$ cat src/rtl/led_reg_ctrl_pkg.sv
// Shared command codes, bus widths and FSM state encoding for the LED
// register controller.
package led_reg_ctrl_pkg;

    localparam int CMD_BITS     = 8;
    localparam int ADDR_BITS    = 8;
    localparam int PAYLOAD_BITS = 8;

    localparam logic [CMD_BITS-1:0] CMD_NOP      = 8'h00;
    localparam logic [CMD_BITS-1:0] CMD_LED_SET  = 8'h01;
    localparam logic [CMD_BITS-1:0] CMD_LED_READ = 8'h02;

    localparam logic [ADDR_BITS-1:0]    ADDR_NONE    = 8'hFF;
    localparam logic [PAYLOAD_BITS-1:0] PAYLOAD_NONE = 8'h00;

    typedef enum logic [1:0] {
        ST_IDLE   = 2'd0,
        ST_ACTIVE = 2'd1,
        ST_COMMIT = 2'd2
    } led_ctrl_state_t;

endpackage

$ cat src/rtl/led_reg_ctrl_bank.sv
// NUM_LEDS x 8 brightness register file: one synchronous write port,
// one combinational read port, asynchronous clear.
module led_reg_ctrl_bank #(
    parameter int NUM_LEDS = 4,
    parameter int IDX_W    = $clog2(NUM_LEDS)
) (
    input  logic                  sysclk,
    input  logic                  rst_n,
    input  logic                  i_wr_en,
    input  logic [IDX_W-1:0]      i_wr_idx,
    input  logic [7:0]            i_wr_data,
    input  logic [IDX_W-1:0]      i_rd_idx,
    output logic [7:0]            o_rd_data,
    output logic [NUM_LEDS*8-1:0] o_flat
);

    logic [7:0] r_bank [NUM_LEDS];

    generate
        for (genvar gi = 0; gi < NUM_LEDS; gi++) begin : g_reg
            always_ff @(posedge sysclk or negedge rst_n) begin
                if (!rst_n) begin
                    r_bank[gi] <= 8'h00;
                end else if (i_wr_en && (i_wr_idx == IDX_W'(gi))) begin
                    r_bank[gi] <= i_wr_data;
                end
            end
            assign o_flat[8*gi +: 8] = r_bank[gi];
        end
    endgenerate

    // Reads see the pre-write value during the commit cycle.
    assign o_rd_data = r_bank[i_rd_idx];

endmodule

$ cat src/rtl/led_reg_ctrl.sv
// Transaction controller behind the SPI slave: commits LED_SET frames,
// serves LED_READ data with zero latency, keeps sticky errors and counters.
module led_reg_ctrl
    import led_reg_ctrl_pkg::*;
#(
    parameter int NUM_LEDS  = 4,
    parameter int CNT_WIDTH = 16
) (
    input  logic                        sysclk,
    input  logic                        rst_n,
    input  logic [CMD_BITS-1:0]         i_cmd,
    input  logic [ADDR_BITS-1:0]        i_addr,
    input  logic [PAYLOAD_BITS-1:0]     i_payload,
    input  logic                        i_rx_dv,
    input  logic                        i_rd_bypass,
    input  logic                        i_rx_addr_dv,
    input  logic                        i_clr_err,
    output logic [7:0]                  o_tx_payload,
    output logic [NUM_LEDS*8-1:0]       o_led_bright,
    output logic                        o_wr_strobe,
    output logic [$clog2(NUM_LEDS)-1:0] o_wr_idx,
    output logic                        o_err_addr,
    output logic                        o_err_cmd,
    output logic [CNT_WIDTH-1:0]        o_set_cnt,
    output logic [CNT_WIDTH-1:0]        o_rd_cnt,
    output logic [CNT_WIDTH-1:0]        o_err_cnt
);

    localparam int IDX_W = $clog2(NUM_LEDS);
    localparam logic [ADDR_BITS-1:0] ADDR_LIMIT = ADDR_BITS'(NUM_LEDS);

    led_ctrl_state_t r_state, w_state_next;

    logic r_rx_dv_d, r_addr_dv_d, r_rd_armed, r_frame_err;
    logic r_wr_strobe, r_err_addr, r_err_cmd;
    logic [IDX_W-1:0]     r_wr_idx;
    logic [CNT_WIDTH-1:0] r_set_cnt, r_rd_cnt, r_err_cnt;

    logic w_addr_ok, w_wr_en, w_rd_evt, w_rd_addr_err, w_set_addr_err, w_cmd_err;
    logic w_err_inc;
    logic [IDX_W-1:0] w_idx;
    logic [7:0]       w_rd_data;

    assign w_addr_ok = (i_addr < ADDR_LIMIT);
    assign w_idx     = i_addr[IDX_W-1:0];

    always_comb begin
        w_state_next   = r_state;
        w_wr_en        = 1'b0;
        w_rd_evt       = 1'b0;
        w_set_addr_err = 1'b0;
        w_cmd_err      = 1'b0;
        case (r_state)
            ST_IDLE: begin
                if (!i_rx_dv) w_state_next = ST_ACTIVE;
            end
            ST_ACTIVE: begin
                w_rd_evt = i_rx_addr_dv && !r_addr_dv_d && i_rd_bypass && r_rd_armed;
                if (i_rx_dv && !r_rx_dv_d) w_state_next = ST_COMMIT;
            end
            ST_COMMIT: begin
                w_state_next = ST_IDLE;
                if (i_cmd == CMD_LED_SET) begin
                    w_wr_en        = w_addr_ok;
                    w_set_addr_err = !w_addr_ok;
                end else if (i_cmd != CMD_LED_READ && i_cmd != CMD_NOP) begin
                    w_cmd_err = 1'b1;
                end
            end
            default: w_state_next = ST_IDLE;
        endcase
    end

    assign w_rd_addr_err = w_rd_evt && !w_addr_ok;
    // A frame whose read already counted an error must not count again at commit.
    assign w_err_inc = w_rd_addr_err || ((w_set_addr_err || w_cmd_err) && !r_frame_err);

    always_ff @(posedge sysclk or negedge rst_n) begin
        if (!rst_n) begin
            r_state     <= ST_IDLE;
            r_rx_dv_d   <= 1'b0;
            r_addr_dv_d <= 1'b0;
            r_rd_armed  <= 1'b1;
            r_frame_err <= 1'b0;
            r_wr_strobe <= 1'b0;
            r_wr_idx    <= '0;
            r_err_addr  <= 1'b0;
            r_err_cmd   <= 1'b0;
            r_set_cnt   <= '0;
            r_rd_cnt    <= '0;
            r_err_cnt   <= '0;
        end else begin
            r_state     <= w_state_next;
            r_rx_dv_d   <= i_rx_dv;
            r_addr_dv_d <= i_rx_addr_dv;
            r_wr_strobe <= w_wr_en;

            if (r_state == ST_COMMIT) begin
                r_rd_armed  <= 1'b1;
                r_frame_err <= 1'b0;
            end else begin
                if (w_rd_evt)      r_rd_armed  <= 1'b0;
                if (w_rd_addr_err) r_frame_err <= 1'b1;
            end

            if (w_wr_en) begin
                r_wr_idx <= w_idx;
                if (r_set_cnt != '1) r_set_cnt <= r_set_cnt + 1'b1;
            end
            if (w_rd_evt && r_rd_cnt != '1) r_rd_cnt <= r_rd_cnt + 1'b1;

            // New errors take precedence over a simultaneous clear.
            if (w_set_addr_err || w_rd_addr_err) r_err_addr <= 1'b1;
            else if (i_clr_err)                   r_err_addr <= 1'b0;
            if (w_cmd_err)      r_err_cmd <= 1'b1;
            else if (i_clr_err) r_err_cmd <= 1'b0;

            if (i_clr_err)
                r_err_cnt <= w_err_inc ? CNT_WIDTH'(1) : '0;
            else if (w_err_inc && r_err_cnt != '1)
                r_err_cnt <= r_err_cnt + 1'b1;
        end
    end

    led_reg_ctrl_bank #(
        .NUM_LEDS (NUM_LEDS),
        .IDX_W    (IDX_W)
    ) u_bank (
        .sysclk    (sysclk),
        .rst_n     (rst_n),
        .i_wr_en   (w_wr_en),
        .i_wr_idx  (w_idx),
        .i_wr_data (i_payload),
        .i_rd_idx  (w_idx),
        .o_rd_data (w_rd_data),
        .o_flat    (o_led_bright)
    );

    assign o_tx_payload = (i_rd_bypass && w_addr_ok) ? w_rd_data : 8'h00;
    assign o_wr_strobe  = r_wr_strobe;
    assign o_wr_idx     = r_wr_idx;
    assign o_err_addr   = r_err_addr;
    assign o_err_cmd    = r_err_cmd;
    assign o_set_cnt    = r_set_cnt;
    assign o_rd_cnt     = r_rd_cnt;
    assign o_err_cnt    = r_err_cnt;

endmodule

$ cat config.mk
export PLATFORM = sky130hd
export DESIGN_NAME = led_reg_ctrl
export DESIGN_NICKNAME = d
export VERILOG_FILES = /design/src/rtl/led_reg_ctrl_pkg.sv /design/src/rtl/led_reg_ctrl_bank.sv /design/src/rtl/led_reg_ctrl.sv
export SDC_FILE = /design/constraint.sdc
export NUM_CORES = 1
export LEC_CHECK = 0
export CAP_MARGIN = 15
export CORE_MARGIN = 2
export CORE_UTILIZATION = 48
export CTS_CLUSTER_DIAMETER = 60
export DETAILED_ROUTE_END_ITERATION = 7
export PLACE_DENSITY = 0.8
export REMOVE_ABC_BUFFERS = 1
export SKIP_LAST_GASP = 1
export SLEW_MARGIN = 30
export SYNTH_ARGS = -nofsm -noshare
export SYNTH_HDL_FRONTEND = slang
export SYNTH_SLANG_ARGS = --single-unit
$ cat constraint.sdc
create_clock -name sysclk -period 2.5 [get_ports sysclk]
set_clock_uncertainty 0.15 [all_clocks]
set_input_delay 0.5 -clock sysclk [delete_from_list [all_inputs] [get_ports sysclk]]
set_output_delay 0.5 -clock sysclk [all_outputs]
set_load 0.05 [all_outputs]
==> key figures <==
Routing
  – Via count: 3743
  – Vias/cell: about 5.7
  – Initial drt markers: 235
  – Total wire length: 11500 um
  – Drt pass-1 iters: 4
  – Routed Antenna Nets: 0
  – Wire per inst: 17.5 um
  – Drt drc: 0

Critical path
  – R2r worst-path depth: 6
  – Startpoint class of the critical path: input pin
  – Worst R2R Setup Slack: about 0.20 ns
  – CP endpoint: o_tx_payload[1]
  – CP required: 1.85 ns
  – Worst setup startpoint: i_addr[3]
  – Crit path kind: input pin to primary output
  – CP Max Fanout: 8
  – Crit path DAT: 1.82 ns
  – RR Endpoint: o_err_cnt[15]
  – Worst r2r src: o_err_cnt[0]
  – Crit. End Element: primary output

Cells and area
  – Commonest non-fill, non-tap cell in the layout: clkdlybuf4s50_1
  – Finished Layout Cells: about 660
  – Layout area overhead: 45.1%
  – Commonest non-fill, non-tap cells in the layout: clkdlybuf4s50_1 (106), dfrtp_1 (90), mux2_2 (38), buf_4 (37), nand2_1 (33)
  – Final #Nets: 576
  – ANT cells: 0
  – Layout cell share with drive strength beyond 1: approximately a quarter

STA
  – RSZ-0062 raised after global routing: true
  – Final Slew Violations: 0
  – Min Tclk post-route: about 2.5 ns
  – Final hold viol count: 0
  – Setup TNS: 0 ns
  – Fin crit share: roughly 100%
  – Hold Slack: about 0.34 ns
  – Worst slew pin tran: 0.552 ns
  – Final setup violation count: 0
  – Worst slew margin: a little over three fifths
  – Achievable Freq: 405 MHz

Floorplan
  – Initial Util: around half
  – Full die area: about 10000 um2
  – Io pins: ~120
  – Site Rows: 35
  – Die Wd: 99.9 um
  – Core area: just over 9000 um2
  – Die Ht: 99.9 um

Power and ir drop
  – Sequential share of power: 52.3%
  – Comb pwr share: 13.5%
  – Sw Share: 27.1%
  – Internal power: 2.19 mW
  – Share of power burned in the clock network: 34.2%
  – Max IR drop VDD: 0.000256 V
  – Net switching power figure: slightly above 0.8 mW
  – Final Total Pwr: around 3 mW
  – Cell Pwr Density: 468 nW/um2
  – Leakage power: 2.82 nW

Clocking
  – CTS buffer count: 9
  – Worst-Skew Late Latency: approximately 0.35 ns
  – CTS clk-pin slew, worst paths: 0.08 ns
  – CTS tree: built
  – Maximum root-to-sink buffer count: 2
  – H-tree Lvls: 3
  – Root Buffer: clkbuf_8
  – Sinks on Clock Net: 91

Global routing
  – Vias in the first global route: 3718
  – Pin count of the biggest net entering global routing: 41
  – First-pass GRT wire length: 18900 um
  – Total Routing Usage GR: 24.0%
  – Initial antenna violation count: 0
  – GR Overflow Total: 0

Worst hold path
  – Hold Path Class: flip-flop to flip-flop

Synthesis
  – Largest cells by area after synthesis: dfrtp_1 (51%), mux2_2 (9.7%), mux4_2 (4.1%), nand2_1 (2.8%), xnor2_1 (2.6%)
  – Number of synthesized register bits: 91
  – Post-synthesis sequential area ratio: 51.6%
  – Synthesized area per cell: 11.7 um2
  – Post-Syn Area: about 4400 um2
  – Yosys warns: 0
  – Distinct cells, synth: 58
  – Post-Synthesis Cells: approximately 380
  – Leading area contributor after synthesis: dfrtp_1
  – Post-synth ARST share: 100%
  – Post-synth EDFFs: 0
  – Synth top area share: 51.0%
  – Synth Flop Type: dfrtp_1

Placement
  – Dpl cells: ~640
  – Routability-driven placement congestion ratio: 0.840
  – Dpl hpwl: 8090 um
  – Port Buffers: 122

Outcome
  – Outcome: completed

Job
  – Max-Cap Viols: 0
per-stage QoR:
| stage | worst slack [ns] | util, % | instance area, um2 |
|---|---|---|---|
| finish | 0.0280 | 70.7 | 6410 |
| global route | -0.0206 | 70.7 | 6410 |
| CTS | 0.00194 | 70.4 | 6380 |
| detailed placement | -0.361 | 66.3 | 6010 |
| global placement | -0.338 | 66.3 | 6010 |
| floorplan | -0.177 | - | 4350 |
how the worst min path moves through the flow:
stage          slack [ns]          end  cells after the start        start
2_1_floorplan        0.05   o_err_addr                      0        rst_n
3_3_place_gp         0.31  o_wr_idx[1]                      2  o_wr_idx[1]
3_5_place_dp         0.32  o_wr_idx[0]                      2  o_wr_idx[0]
4_1_cts              0.34   r_state[0]                      1   r_state[1]
5_1_grt              0.38  o_wr_idx[0]                      2  o_wr_idx[0]
6_report             0.34  o_wr_idx[0]                      2  o_wr_idx[0]
layout make-up:
class | instances | area [um2]
timing repair buffer | 166 | 1660
clock buffer | 11 | 141
tap | 111 | 139
fill | 643 | 2660
sequential | 91 | 2280
inverter | 9 | 33.8
clock inverter | 5 | 61.3
multi-input combinational | 266 | 2100
layer usage:
layer	track usage [%]	wire length (um)
met1	32.1	4950
met2	39.0	5470
met3	6.20	864
met4	7.06	229
met5	0	0
sequential cells by signal, indices dropped and copies added, names as in the netlist:
register,flops
o_rd_cnt,16
o_wr_idx,2
o_err_addr,1
r_rx_dv_d,1
r_rd_armed,1
o_err_cmd,1
r_frame_err,1
r_addr_dv_d,1
o_wr_strobe,1
o_err_cnt,16
o_set_cnt,16
u_bank.o_flat,32
r_state,2
synthesized netlist by cell type, drive strengths merged, types with 6 or more instances:
cell and count:
nand3 15, nand4 14, nand2 34, inv 9, mux2 38, nor4 11, dfrtp 90, and3 12
a21oi 13, nor3 9, buf 6, mux4 8, xor2 13, nor2 23, xnor2 13, or4 13
o31ai 7
critical path, stage by stage:
cell and delay, ns:
clkdlybuf4s50_1 0.40, or2_4 0.28, nor2_4 0.12, buf_6 0.16
and3_4 0.21, buf_8 0.14
power groups by stage:
stage | sequential (mW) | clock, mW | combinational (mW)
2_1_floorplan | 1.68 | 0 | 0.0904
5_1_grt | 1.58 | 1.10 | 0.438
3_5_place_dp | 1.60 | 0 | 0.397
6_report | 1.57 | 1.03 | 0.406
4_1_cts | 1.57 | 1.04 | 0.408
3_3_place_gp | 1.59 | 0 | 0.390
what timing repair did:
item | CTS | global route
setup buffers | 4 | 1
gates cloned | 1 | 0
hold endpoints to repair | 33 | 0
gates resized for setup | 34 | 13
hold buffers | 1 | 0
endpoints found under the setup margin | 8 | 24
pin swaps | 6 | 3
kinds of logic (layout without fill, tap and decap cells):
| kind of cell | after synthesis | count (layout) | share of synthesized area (%) |
|---|---|---|---|
| fa+ha+maj | 3 | 3 | 0.850 |
| flops | 91 | 91 | 51.6 |
| xor+xnor | 26 | 26 | 5.16 |
| buf+inv | 20 | 191 | 2.35 |
| compound gates | 37 | 37 | 5.92 |
| simple gates | 153 | 153 | 20.1 |
| mux | 47 | 47 | 14.0 |
Note: power is estimated with default switching activity, not from simulation.
